`src/rtl/mouse_cell_ctl.sv`:
```
// ---------------------------------------------------------------------------
// mouse_cell_ctl
//
// Turns a mouse click on the game board into a (column, row, action) command
// for the game logic. A button press latches the pointer position relative to
// the board origin. The press is rejected if it lies off the board. Otherwise
// the cell indices come from a repeated-subtraction divider, so no hardware
// divider is needed. The result is then offered on a valid/ready handshake.
//
// Optional feature:
//   DEBOUNCE_EN - when defined, each button level has to hold for
//                 DEBOUNCE_CYCLES consecutive samples before it is believed.
//                 When undefined, the raw levels feed the edge detector.
//
// Ports:
//   clk        in   system clock, all logic on the rising edge
//   rst        in   asynchronous active-low reset
//   x_pos      in   [11:0] synchronized mouse x position (pixels)
//   y_pos      in   [11:0] synchronized mouse y position (pixels)
//   left       in   left button level (reveal)
//   right      in   right button level (flag toggle)
//   cmd_valid  out  command available
//   cmd_ready  in   game logic accepts the command
//   cmd_col    out  [4:0] target column
//   cmd_row    out  [4:0] target row
//   cmd_flag   out  1 = flag toggle, 0 = reveal
//   busy       out  controller is working on a click
// ---------------------------------------------------------------------------
module mouse_cell_ctl #(
    parameter int BOARD_X0        = 256,
    parameter int BOARD_Y0        = 128,
    parameter int CELL_SIZE       = 32,
    parameter int GRID_SIZE       = 16,
    parameter int DEBOUNCE_CYCLES = 65000
) (
    input  logic        clk,
    input  logic        rst,
    input  logic [11:0] x_pos,
    input  logic [11:0] y_pos,
    input  logic        left,
    input  logic        right,
    output logic        cmd_valid,
    input  logic        cmd_ready,
    output logic [4:0]  cmd_col,
    output logic [4:0]  cmd_row,
    output logic        cmd_flag,
    output logic        busy
);

    typedef enum logic [1:0] {
        IDLE,
        CHECK,
        DIV,
        ISSUE
    } state_t;

    localparam logic [12:0] CELL  = 13'(CELL_SIZE);
    localparam logic [13:0] LIMIT = 14'(GRID_SIZE * CELL_SIZE);
    localparam logic [12:0] X0    = 13'(BOARD_X0);
    localparam logic [12:0] Y0    = 13'(BOARD_Y0);

    logic leftLvl;
    logic rightLvl;

`ifdef DEBOUNCE_EN
    localparam logic [19:0] DB_LAST = 20'(DEBOUNCE_CYCLES - 1);

    logic        leftStable_q;
    logic        rightStable_q;
    logic [19:0] leftCnt_q;
    logic [19:0] rightCnt_q;

    // Debounce: the counter tracks how many consecutive samples have differed
    // from the accepted level. When the count reaches DEBOUNCE_CYCLES, the new
    // level is taken. Any sample that agrees with the accepted level restarts
    // the count, so short glitches never get through.
    always_ff @(posedge clk or negedge rst) begin
        if (!rst) begin
            leftStable_q  <= 1'b0;
            rightStable_q <= 1'b0;
            leftCnt_q     <= '0;
            rightCnt_q    <= '0;
        end else begin
            if (left == leftStable_q) begin
                leftCnt_q <= '0;
            end else if (leftCnt_q == DB_LAST) begin
                leftStable_q <= left;
                leftCnt_q    <= '0;
            end else begin
                leftCnt_q <= leftCnt_q + 20'd1;
            end

            if (right == rightStable_q) begin
                rightCnt_q <= '0;
            end else if (rightCnt_q == DB_LAST) begin
                rightStable_q <= right;
                rightCnt_q    <= '0;
            end else begin
                rightCnt_q <= rightCnt_q + 20'd1;
            end
        end
    end

    assign leftLvl  = leftStable_q;
    assign rightLvl = rightStable_q;
`else
    assign leftLvl  = left;
    assign rightLvl = right;

    // Without debouncing, DEBOUNCE_CYCLES only matters as a range sanity
    // check, so an out-of-range value is still visible in the elaborated tree.
    if (DEBOUNCE_CYCLES < 1 || DEBOUNCE_CYCLES > 1048575) begin : g_bad_debounce_cycles
    end
`endif

    logic leftPrev_q;
    logic rightPrev_q;

    // Previous-cycle button levels for rising-edge detection.
    always_ff @(posedge clk or negedge rst) begin
        if (!rst) begin
            leftPrev_q  <= 1'b0;
            rightPrev_q <= 1'b0;
        end else begin
            leftPrev_q  <= leftLvl;
            rightPrev_q <= rightLvl;
        end
    end

    logic leftPress;
    logic rightPress;

    assign leftPress  = leftLvl  & ~leftPrev_q;
    assign rightPress = rightLvl & ~rightPrev_q;

    state_t      state_q;
    logic [12:0] relX_q;
    logic [12:0] relY_q;
    logic [4:0]  col_q;
    logic [4:0]  row_q;
    logic        cmdValid_q;
    logic        cmdFlag_q;

    logic        xMore;
    logic        yMore;
    logic [12:0] relX_d;
    logic [12:0] relY_d;
    logic        divDone;
    logic        offBoard;

    // One divider step. Leaving DIV is decided on the values after this step,
    // which saves a cycle per click. Both axes step together, so the worst
    // case is still bounded by the larger of the two quotients.
    assign xMore   = (relX_q >= CELL);
    assign yMore   = (relY_q >= CELL);
    assign relX_d  = xMore ? (relX_q - CELL) : relX_q;
    assign relY_d  = yMore ? (relY_q - CELL) : relY_q;
    assign divDone = (relX_d < CELL) && (relY_d < CELL);

    // Bit 12 is the sign of the relative position. A negative value means
    // the click landed left of or above the board.
    assign offBoard = relX_q[12] || relY_q[12] ||
                      ({1'b0, relX_q} >= LIMIT) || ({1'b0, relY_q} >= LIMIT);

    // Main controller. When both buttons rise together, left wins. Any press
    // outside IDLE is simply not looked at, so it is dropped.
    always_ff @(posedge clk or negedge rst) begin
        if (!rst) begin
            state_q    <= IDLE;
            relX_q     <= '0;
            relY_q     <= '0;
            col_q      <= '0;
            row_q      <= '0;
            cmdValid_q <= 1'b0;
            cmdFlag_q  <= 1'b0;
        end else begin
            case (state_q)
                IDLE: begin
                    cmdValid_q <= 1'b0;
                    if (leftPress || rightPress) begin
                        relX_q    <= {1'b0, x_pos} - X0;
                        relY_q    <= {1'b0, y_pos} - Y0;
                        cmdFlag_q <= rightPress & ~leftPress;
                        col_q     <= '0;
                        row_q     <= '0;
                        state_q   <= CHECK;
                    end
                end
                CHECK: begin
                    state_q <= offBoard ? IDLE : DIV;
                end
                DIV: begin
                    relX_q <= relX_d;
                    relY_q <= relY_d;
                    if (xMore) begin
                        col_q <= col_q + 5'd1;
                    end
                    if (yMore) begin
                        row_q <= row_q + 5'd1;
                    end
                    if (divDone) begin
                        cmdValid_q <= 1'b1;
                        state_q    <= ISSUE;
                    end
                end
                ISSUE: begin
                    if (cmd_ready) begin
                        cmdValid_q <= 1'b0;
                        state_q    <= IDLE;
                    end
                end
                default: begin
                    cmdValid_q <= 1'b0;
                    state_q    <= IDLE;
                end
            endcase
        end
    end

    assign cmd_valid = cmdValid_q;
    assign cmd_col   = col_q;
    assign cmd_row   = row_q;
    assign cmd_flag  = cmdFlag_q;
    assign busy      = (state_q != IDLE);

endmodule

```
`config.mk`:
```
export PLATFORM = sky130hd
export DESIGN_NAME = mouse_cell_ctl
export DESIGN_NICKNAME = d
export VERILOG_FILES = /design/src/rtl/mouse_cell_ctl.sv
export SDC_FILE = /design/constraint.sdc
export NUM_CORES = 1
export LEC_CHECK = 0
export CAP_MARGIN = 25
export CORE_MARGIN = 5
export CORE_UTILIZATION = 54
export CTS_BUF_LIST = sky130_fd_sc_hd__clkbuf_16
export DETAILED_ROUTE_END_ITERATION = 16
export GPL_TIMING_DRIVEN = 1
export PLACE_DENSITY = 0.8
export SYNTH_ARGS = -nofsm -noshare
export SYNTH_HDL_FRONTEND = slang
export SYNTH_SLANG_ARGS = --single-unit
export TNS_END_PERCENT = 1
```
`constraint.sdc`:
```
create_clock -name clk -period 3.36 [get_ports clk]
set_input_delay 0.504 -clock clk [delete_from_list [all_inputs] [get_ports clk]]
set_output_delay 0.504 -clock clk [all_outputs]
set_load 0.05 [all_outputs]
```
* Word-level counts from Yosys, hierarchy flattened
Cells that the tools add are included.
** Word-level totals
- Output and inout bits :: 13
- Bits of input ports :: 29
- Flip-flop bits (word level) :: 42
- Logic and storage cells :: 69
** Operators by class
- $lt $le $gt $ge :: 6
- Mux-type cells :: 19
- Eq/ne operators :: 8
- Reductions and logical operators :: 15
- Add/subtract/negate cells :: 6
- Bitwise operators :: 6
** Operators with widths (count)
- two-way mux 13 bit :: 4
- case mux 13 bit (2 select lines) :: 2
- greater-or-equal comparator 13 x 10 -> 1 bit, second input constant :: 2
- greater-or-equal comparator 13 x 6 -> 1 bit, second input constant :: 2
- less-than comparator 13 x 6 -> 1 bit, second input constant :: 2
- subtractor 13 x 6 -> 13 bit, second input constant :: 2
- case mux 5 bit (2 select lines) :: 2
- two-way mux 5 bit :: 3
- subtractor 12 x 8 -> 13 bit, second input constant :: 1
- subtractor 12 x 9 -> 13 bit, second input constant :: 1
- AND reduction 3 bit :: 4
- adder 5 x 1 -> 5 bit, second input constant :: 2
- != test 2 bit, second input constant :: 5
- two-way mux 2 bit :: 4
- case mux 2 bit (4 select lines) :: 1
- equality test 2 bit, second input constant :: 2
- logical OR 1 bit :: 4
- AND reduction 2 bit :: 2
- nonzero test 2 bit :: 2
- AND 1 bit :: 3
- inverter 1 bit :: 3
- case mux 1 bit (3 select lines) :: 1
- nonzero test 3 bit :: 1
- equality test 2 x 1 -> 1 bit, second input constant :: 1
- 3 further kinds :: 4

* Logic depth before layout (Yosys ltp)
Gate-level depths: netlist of the first run.
- Word-level depth :: 6
- Mapped depth :: 10
- Mapped depth without buffers :: 9

* Least setup slack after synthesis of the first run
Ideal clock, no wire load.
- Kind :: reg-to-reg
- Start point :: reg relX_q[5]
- End point :: reg state_q[0]
- Data arrival time :: 2298 ps
- Setup slack :: 975 ps
- Period minus slack after synthesis :: 2385 ps
- Buffers on the path :: 0
- Stages on the path, launching flop included :: 10
- Required time :: 3272 ps
- Setup time :: 88 ps
- Path through :: dfrtp_1 > inv_1 > ha_1 > nor3b_1 > o211a_1 > o2111ai_1 > nor4_2 > and4_4 > o21ai_0 > a22oi_1
** Between the ends
- Longest elaborated chain between the ends :: 6
- Elaborated cells on any way between the ends :: 7
- Those cells by class :: 1 x add/sub; 2 x order compare; 1 x eq/ne; 1 x mux; 2 x reduce/logical
** Ends and longest elaborated chain
- start, declared :: line 137 : logic [12:0] relX_q;
- start signal, assigned :: line 181 : relX_q <= {1'b0, x_pos} - X0;
- start signal, assigned :: line 193 : relX_q <= relX_d;
- subtractor 13 x 6 -> 13 bit or greater-or-equal comparator 13 x 6 -> 1 bit (tied branches) :: line 156, 154
- two-way mux 13 bit (*) :: line 156 : assign relX_d = xMore ? (relX_q - CELL) : relX_q;
- less-than comparator 13 x 6 -> 1 bit (*) :: line 158 : assign divDone = (relX_d < CELL) && (relY_d < CELL);
- logical AND 1 bit (*) :: line 158
- != test 2 bit (no line) (*)
- AND reduction 3 bit (no line) (*)
- end signal, assigned :: line 190 : state_q <= offBoard ? IDLE : DIV;
- end, declared :: line 136 : state_t state_q;
Mark *: on every way between the ends. The rest lies on a longest branch, timed or not.
A chain may end at the register's enable or synchronous reset.

==> results.md, run 1 <==
- Final setup margin: 0.502 ns
- Clk_lat worst skew: 0.28 ns
- Total CTS buffers: 5
- Status: completed
- Die area: 0.00648 mm^2
- 1st-iter DRT viols: 215
- Worst path slowest cell: nor3b_1
- Clock Pin Slew Worst Setup and Hold Paths: 0.06 ns
- Setup Fix Bufs, Post-CTS: 0
- Synthesized instance count: 312
- CTS tree: yes
- Syn-to-layout area delta: 22.8%
- Core box area: 0.00479 mm^2
- Fin nets: 393
- Starting Density: 56.1%
- Largest net degree at the start of global routing: 47
- Die Y: 80.5 um
- Leak pwr: 1.40 nW
- Crit path kind: register to register
- Finished Core Util: 68.8%
- Final period utilization: 85.1%
- Maxcap violations: 0
- Max Root-Sink Buffers: 2
- HPWL Detailed: 4540 um
- Clock root buffer: clkbuf_16
- Post-Syn Area: 0.00268 mm^2
- Pwr Density: 702 mW/mm^2
- Drt pass-1 iters: 4
- RSZ-0062 raised after global routing: no
- Clock skew: 0.00237 ns
- Period minus WS final: 2.86 ns
- Sequential share of the synthesized area: 39.2%
- Slew HR: 44.4%
- DP Area: 0.00313 mm^2
- R2R setup slack: 0.50 ns
- Total power draw: 2.31 mW
- Vias in the first global route: 2295
- First-pass GRT wire length: 10900 um
- Drt drc: 0
- Diodes inserted: 0
- CTS H-tree depth: 2
- Crit path launch type: register
- Vias per cell: 5.78
- Initial antenna violation count: 0
- Vias: 2421
- Net count after synthesis: 354
- Syn avg cell area: 8.60 um^2
- Design area: 0.00329 mm^2
- Hold Crit Class: primary input to asynchronous set/reset pin
- Place WS: 0.486 ns
- Ys flop type: dfrtp_1
- GP Congestion: 0.854
- Row count: 25
- GRT Util Overall: 21.4%
- Worst-margin pin slew: 0.825 ns
- Antenna-violating nets left: 0
- Placed insts: 410
- Netlist cell types: 53
- Port bufs: 41
- Max Slew Vio Count: 0
- Final hold vios: 0
- Reg2reg start: relX_q[5]
- Worst path max stage delay: 0.58 ns
- Critical Path, Cell by Cell: inv_1 -> ha_1 -> nor3b_1 -> o211a_1 -> o2111ai_1 -> nor4_2 -> and4_4 -> o211ai_2 -> mux2i_1
- CTS resizes: 0
- Fin Setup TNS: 0 ns
- Hold Worst Slack: 0.00808 ns
- # setup viols final: 0
- Top-Level Pins: 42
- Routed WL: 6290 um
- DIE WIDTH: 80.5 um
- Worst vdd ir: 0.403 mV
- Hold Buf Count CTS: 0
- Ys async rst share: 100%
- Final non-filler cell total: 419
- Critical Path AT: 3.06 ns
- Layout cells sized above 1: 7.39%
- Achievable clock frequency: 350 MHz
- Clk sinks: 42
- Overflow after GRT: 0
- Synthesized flop and latch total: 42
- Ys Warns: 0
- Crit Path Max Fanout: 6
- Critical Path Sink Type: register
- Post-synth EDFFs: 0
- Worst EP required: 3.56 ns
- FF-to-FF path depth: 9
- Wire length per cell: 15.0 um
==> critical path: cells and delay by family, from the launching register on <==
kind / cells / cell delay [ns]
adders and majority gates: 1 / 0.20
and+or+nand+nor: 3 / 1.14
DFF: 1 / 0.43
buffers and inverters: 1 / 0.11
AOI/OAI and AO/OA: 3 / 0.69
muxes: 1 / 0.19
==> cell usage in the layout (no fill, tap or decap), types with 3 or more instances in the layout <==
cell type,n
buf_4,5
nand2_1,31
o21ai_0,32
nor2_1,28
nor2b_1,4
clkdlybuf4s50_1,40
xor2_1,11
inv_1,18
clkbuf_16,5
a221oi_1,3
o22ai_1,9
a21oi_1,19
nor4_1,4
nand4_1,6
nand2b_1,14
ha_1,13
nor3_1,13
nand3_1,10
mux2i_1,3
dfrtp_1,42
==> final cells by class <==
type,instances,area (um^2)
multi-input combinational,237,1490
clock inverter,3,16.3
inverter,18,67.6
fill,401,1490
clock buffer,5,125
tap,67,83.8
timing repair buffer,47,463
sequential,42,1050
==> routing by layer <==
layer,GRT usage [%],wire length (um),vias to the layer above
met3,4.71,444,8
li1,-,-,1201
met4,7.43,65,0
met5,0,0,-
met1,29.1,2860,1135
met2,33.5,2930,77
==> power by group <==
group / leakage, nW / switching, mW / internal [mW]
Clock: 0.0672 / 0.199 / 0.271
Sequential: 0.521 / 0.225 / 0.672
Combinational: 0.808 / 0.567 / 0.377
Total: 1.40 / 0.991 / 1.32
==> logic make-up (layout without fill, tap and decap cells) <==
kind of cell / Yosys count / count (layout) / share of synthesized area, %
AND/OR/NAND/NOR: 125 / 125 / 24.5
flip-flops: 42 / 42 / 39.2
adder cells (fa/ha/maj): 13 / 13 / 6.06
buffers and inverters: 33 / 73 / 5.41
XOR/XNOR: 12 / 12 / 3.92
multiplexers: 3 / 3 / 1.12
AO/OA/AOI/OAI: 84 / 84 / 19.8
==> state kept, by name (all words and copies together), names as in the netlist, named ones only <==
signal / flops
leftPrev_q: 1
cmd_valid: 1
state_q: 1
cmd_row: 5
relY_q: 13
relX_q: 13
cmd_flag: 1
cmd_col: 5
rightPrev_q: 1
==> worst max-delay path by stage <==
stage,from,slack [ns],cells after the start,to
finish,relX_q[5],0.50,9,register
CTS,relX_q[5],0.51,9,register
global route,relX_q[5],0.24,9,register
global placement,relX_q[5],0.56,9,register
detailed placement,left,0.49,8,cmd_row[4]
floorplan,relX_q[5],0.97,9,state_q[0]
==> cells in the mapped netlist, drive strengths merged, types with 3 or more instances <==
library cell	number	share of area [%]
a211oi	3	1.5
a21oi	19	3.5
a221oi	3	0.98
buf	5	1.5
clkbuf	10	1.4
dfrtp	42	39
ha	13	6.1
inv	18	2.5
mux2i	3	1.1
nand2	31	4.3
nand2b	14	3.3
nand3	11	2.2
nand4	6	1.4
nor2	28	3.9
nor2b	4	0.93
nor3	13	2.4
nor4	6	1.9
o211ai	3	1.0
o21ai	32	6.0
o22ai	9	2.1
or4	3	0.98
xor2	11	3.6
Note: power is estimated with default switching activity, not from simulation.
==> run 2, diff against run 1 <==
- CORE_UTILIZATION: 54 -> 34
- PLACE_DENSITY: 0.8 -> 0.55
==> run 2 against run 1 <==
Setup slack gained 0.26 ns. Critical path depth unchanged. Die area increased by 51%. Cell count increased by 9.3%. Routed wire length grew 4.8%. Power increased by 1.1%. First-iteration DRC count is 42% lower. Cell area grew 2.2%. Highest routed layer unchanged.
==> results.md, run 2 (synthesis results as in run 1) <==
- Port bufs: 41 (unchanged)
- Slew HR: 63.5% (+19 points)
- HPWL Detailed: 4760 um (+4.8%)
- Diodes inserted: 0 (unchanged)
- Layout cells sized above 1: 8.43% (+1.0 points)
- Status: completed
- GP Congestion: 0.870 (+1.9%)
- Achievable clock frequency: 385 MHz (+10%)
- Max Root-Sink Buffers: 2 (unchanged)
- Hold Crit Class: primary input to asynchronous set/reset pin
- FILL cells: 781 (+95%)
- Final hold vios: 0 (unchanged)
- Leak pwr: 1.42 nW (+1.4%)
- Crit path kind: register to register
- Hold Buf Count CTS: 0 (unchanged)
- DIE WIDTH: 98.8 um (+23%)
- Die area: 0.00977 mm^2 (+51%)
- Maxcap violations: 0 (unchanged)
- Vias: 2343 (-3.2%)
- CP delay by family, top: simple AND/OR/NAND/NOR gates
- Most common cell after layout, fill and taps aside: dfrtp_1
- First-pass GRT wire length: 11200 um (+2.3%)
- Worst EP required: 3.57 ns (about the same)
- Setup Fix Bufs, Post-CTS: 0 (unchanged)
- Critical Path AT: 2.81 ns (-0.25 ns)
- Worst path buffer plus inverter count: 1 (unchanged)
- Final period utilization: 77.3% (-7.7 points)
- Most used cell, CP: mux2i_1
- Initial antenna violation count: 0 (unchanged)
- # setup viols final: 0 (unchanged)
- Die Y: 98.8 um (+23%)
- Worst path max stage delay: 0.52 ns (-0.06 ns)
- Drt drc: 0 (unchanged)
- Crit path launch type: register
- Row count: 32 (+28%)
- Routed WL: 6600 um (+4.8%)
- Critical Path, Cell by Cell: inv_1 -> ha_1 -> or3b_2 -> a211oi_4 -> mux2i_1 -> nor4_2 -> and4_4 -> o211ai_2 -> mux2i_1
- Drt pass-1 iters: 4 (unchanged)
- Clock skew: 0.00640 ns (+0.00403 ns)
- GRT Util Overall: 14.0% (-7.4 points)
- Vias in the first global route: 2300 (+0.22%)
- Worst path slowest cell: or3b_2
- Largest net degree at the start of global routing: 47 (unchanged)
- Fin nets: 397 (+1.0%)
- 1st-iter DRT viols: 124 (-42%)
- Worst-margin pin slew: 0.546 ns (-0.279 ns)
- Starting Density: 34.9% (-21 points)
- Period minus WS final: 2.60 ns (-0.259 ns)
- Fin Setup TNS: 0 ns (unchanged)
- CTS tree: yes
- CTS H-tree depth: 2 (unchanged)
- CTS resizes: 0 (unchanged)
- Wire length per cell: 14.4 um (-4.1%)
- Clock root buffer: clkbuf_16
- Total CTS buffers: 5 (unchanged)
- Pwr Density: 694 mW/mm^2 (-1.1%)
- Worst vdd ir: 0.256 mV (-36%)
- Design area: 0.00337 mm^2 (+2.2%)
- Crit Path Max Fanout: 6 (unchanged)
- Largest regs: relX_q x13, relY_q x13
- DP Area: 0.00320 mm^2 (+2.1%)
- Vias per cell: 5.12 (-11%)
- Syn-to-layout area delta: 25.5%
- Antenna-violating nets left: 0 (unchanged)
- Clk sinks: 42 (unchanged)
- RSZ-0062 raised after global routing: no
- Core box area: 0.00769 mm^2 (+61%)
- Critical Path Sink Type: register
- Clk_lat worst skew: 0.28 ns (about the same)
- Max Slew Vio Count: 0 (unchanged)
- Top-Level Pins: 42 (unchanged)
- Overflow after GRT: 0 (unchanged)
- Commonest cells after routing, fill and taps aside: dfrtp_1 (42), clkdlybuf4s50_1 (40), o21ai_0 (32), nand2_1 (31), nor2_1 (28)
- Clock Pin Slew Worst Setup and Hold Paths: 0.06 ns (about the same)
## run 2: changes by cell type in the layout (fill, tap and decap cells not counted)
cell	before	now
buf_4	5	8
clkbuf_4	0	1
## run 2: per-stage QoR
stage	std cells	utilization (%)	hold WS (ns)	setup WS, ns	power, mW
after detailed placement	448	41.6	0.475	0.573	1.86
after floorplan	312	-	0.208	0.975	1.56
after global routing	458	43.8	0.151	0.548	2.53
after CTS	456	43.4	0.425	0.759	2.34
final	458	43.8	0.120	0.761	2.34
after global placement	448	41.6	0.466	0.634	1.86
## run 2: cell type report
| type | instances | area, um^2 | area share, % |
|---|---|---|---|
| clock buffers | 5 | 125 | 3.72 |
| repair buffers | 51 | 493 | 14.6 |
| clock inverters | 3 | 16.3 | 0.483 |
| multi-input cells | 237 | 1490 | 44.1 |
| inverters | 18 | 67.6 | 2.01 |
| well taps | 102 | 128 | 3.79 |
| flip-flops and latches | 42 | 1050 | 31.2 |
## run 2: metal layers
metal	GRT usage, %	part of all wire, %
met3	3.26	4.4
met2	22.6	47
met5	0	0
met1	19.0	48
met4	3.15	0.83
## run 2: worst paths after layout
| path | start | end | slack, ns | depth (start not counted) |
|---|---|---|---|---|
| worst max-delay path | relY_q[6] | register | 0.76 | 9 |
| worst min-delay path | rst | leftPrev_q | 0.12 | 1 |
| worst max register to register | relY_q[6] | register | 0.76 | 9 |
| worst min register to register | relY_q[0] | relY_q[0] | 0.49 | 2 |
| max in group asynchronous | rst | relY_q[12] | 2.75 | 2 |
| min in group clk | relY_q[0] | relY_q[0] | 0.49 | 2 |
## run 2: where the power goes
part / switching (mW) / internal [mW]
Clock: 0.198 / 0.271
Combinational: 0.564 / 0.401
Sequential: 0.230 / 0.672
Total: 0.992 / 1.34
==> run 3, diff against run 2 <==
- clock period: 3.36 -> 2.71 ns (I/O delays scaled with it)
==> run 3 against run 2 <==
Power increased by 31%. Combinational power increased by 36%. First-iteration DRC count increased by 73%. Critical path depth decreased by 5. Die area unchanged. Clock power increased by 41%. Worst hold slack improved by 0.0038 ns. Routed wire length increased by 3.5%. Critical path type is now register to output port. Via count increased by 1.1%. Largest cell class unchanged. Utilization increased by 1.0 points.
==> results.md, run 3 (synthesis results as in run 1) <==
- Critical Path Sink Type: output port
- CTS tree: yes
- Met3 Wirelength: 363 um (+25%)
- Achievable clock frequency: 400 MHz
- DIE WIDTH: 98.8 um (unchanged)
- FF-to-FF path depth: 7 (-2)
- Vias in the first global route: 2360 (+2.6%)
- CTS H-tree depth: 2 (unchanged)
- Hold Crit Class: primary input to asynchronous set/reset pin
- FILL cells: 767 (-1.8%)
- Worst path slowest cell: clkdlybuf4s50_1
- Uppermost layer routed: met4
- Final period utilization: 92.3%
- HPWL Detailed: 5010 um (+5.2%)
- Worst path buffer plus inverter count: 3 (+2)
- Routed WL: 6820 um (+3.5%)
- Worst vdd ir: 0.363 mV (+42%)
- Critical Path Stages: 4 (-5)
- Pwr Density: 886 mW/mm^2 (+28%)
- Critical Path AT: 2.09 ns (-0.72 ns)
- First-pass GRT wire length: 11800 um (+5.4%)
- DP Area: 0.00326 mm^2 (+1.9%)
- Met2 WL post-DR: 3220 um (+4.4%)
- Syn-to-layout area delta: 28.4%
- Critical Path, Cell by Cell: inv_1 -> ha_1 -> inv_1 -> clkdlybuf4s50_1
- Vias: 2369 (+1.1%)
- Layout cells sized above 1: 9.94% (+1.5 points)
- Antenna-violating nets left: 0 (unchanged)
- Clock root buffer: clkbuf_16
- Design area: 0.00344 mm^2 (+2.3%)
- Crit path kind: register to output port
- 1st-iter DRT viols: 214 (+73%)
- CP startpoint: state_q[0]
- Period minus WS final: 2.50 ns
- # setup viols final: 0 (unchanged)
- Port bufs: 41 (unchanged)
- Wire length per cell: 14.7 um (+2.1%)
- Clock skew: 0.00448 ns (-0.00192 ns)
- Initial antenna violation count: 0 (unchanged)
- Max Slew Vio Count: 0 (unchanged)
- R2R setup slack: 0.22 ns (-0.54 ns)
- Clk sinks: 42 (unchanged)
- GP Congestion: 0.839 (-3.5%)
- Crit Path Max Fanout: 7 (+1)
- Post-Route M1 WL: 3170 um (+0.35%)
- Finished Core Util: 44.8% (+1.0 points)
- CP delay by family, top: buffers and inverters
- Slew HR: 61.6% (-1.9 points)
- Clk_lat worst skew: 0.28 ns (about the same)
- Overflow after GRT: 0 (unchanged)
- Core box area: 0.00769 mm^2 (unchanged)
- Worst EP required: 2.30 ns (-1.27 ns)
- Leak pwr: 1.47 nW (+3.4%)
- Largest net degree at the start of global routing: 43 (-8.5%)
- Placed insts: 456 (+1.8%)
- Total CTS buffers: 5 (unchanged)
- Diodes inserted: 0 (unchanged)
- Vias per cell: 5.11 (-0.20%)
- Final hold vios: 0 (unchanged)
- Crit path launch type: register
- Fin nets: 404 (+1.8%)
- Most common cell after layout, fill and taps aside: dfrtp_1
- Most used cell, CP: inv_1
- Row count: 32 (unchanged)
- Die Y: 98.8 um (unchanged)
- Drt drc: 0 (unchanged)
- Final setup margin: 0.209 ns (-0.553 ns)
- Clock Pin Slew Worst Setup and Hold Paths: 0.06 ns (about the same)
- Status: completed
- Maxcap violations: 0 (unchanged)
- Fin Setup TNS: 0 ns (unchanged)
- GRT Util Overall: 14.8% (+0.87 points)
- RSZ-0062 raised after global routing: no
- Worst path max stage delay: 0.82 ns (+0.30 ns)
- Worst-margin pin slew: 0.576 ns (+0.0299 ns)
- Die area: 0.00977 mm^2 (unchanged)
- CP endpoint: busy
- Top-Level Pins: 42 (unchanged)
- Commonest cells after routing, fill and taps aside: dfrtp_1 (42), clkdlybuf4s50_1 (40), o21ai_0 (31), nand2_1 (31), nor2_1 (28)
- Starting Density: 34.9% (unchanged)
- Drt pass-1 iters: 4 (unchanged)
- Place WS: 0.176 ns (-0.397 ns)
- Largest regs: relX_q x13, relY_q x13
- Max Root-Sink Buffers: 2 (unchanged)
- Final non-filler cell total: 464 (+1.3%)
- Reg2reg start: relY_q[5]
==> run 3: routing by layer <==
layer	up-vias	track usage [%]
met5	-	0
met3	5	3.26
met2	62	24.3
met4	0	4.10
met1	1085	19.8
li1	1217	-
==> run 3: final cells by class <==
type                       count  area, um^2  share of cell area, %
multi-input combinational    237        1490                   43.2
clock inverter                 2        33.8                  0.981
sequential                    42        1050                   30.5
clock buffer                   5         125                   3.63
tap                          102         128                   3.71
inverter                      18        67.6                   1.96
timing repair buffer          58         553                   16.1
==> run 3: repair_timing <==
action	CTS	global route
buffers inserted	0	0
gates resized for setup	0	1
endpoints found under the setup margin	0	2
hold buffers	0	0
==> run 3: how the worst min path moves through the flow <==
stage               depth (start not counted)  slack, ns                    endpoint      start
floorplan                                   0       0.11  asynchronous set/reset pin        rst
global placement                            2       0.47                   relY_q[0]  relY_q[0]
detailed placement                          2       0.47                   relY_q[1]  relY_q[1]
CTS                                         1       0.33                  cmd_col[2]        rst
global route                                1       0.17                  cmd_col[2]        rst
finish                                      1       0.12                  relY_q[11]        rst
==> run 3: stage by stage <==
stage               total power, mW  hold slack [ns]
floorplan                      1.94            0.111
global placement               2.39            0.465
detailed placement             2.39            0.472
CTS                            3.09            0.334
global route                   3.32            0.167
finish                         3.05            0.124
==> run 3: worst reg2reg max path, cell delays in order (launching register included) <==
cell      delay (ns)
dfrtp_1         0.48
or4_1           0.65
or4b_1          0.49
o21ai_1         0.21
a21oi_1         0.08
and4_4          0.17
o211ai_2        0.15
mux2i_1         0.19
==> run 3: where the power goes <==
part	internal [mW]	total [mW]	switching (mW)
clock	0.426	0.661	0.235
sequential	0.834	1.08	0.244
combinational	0.541	1.31	0.773
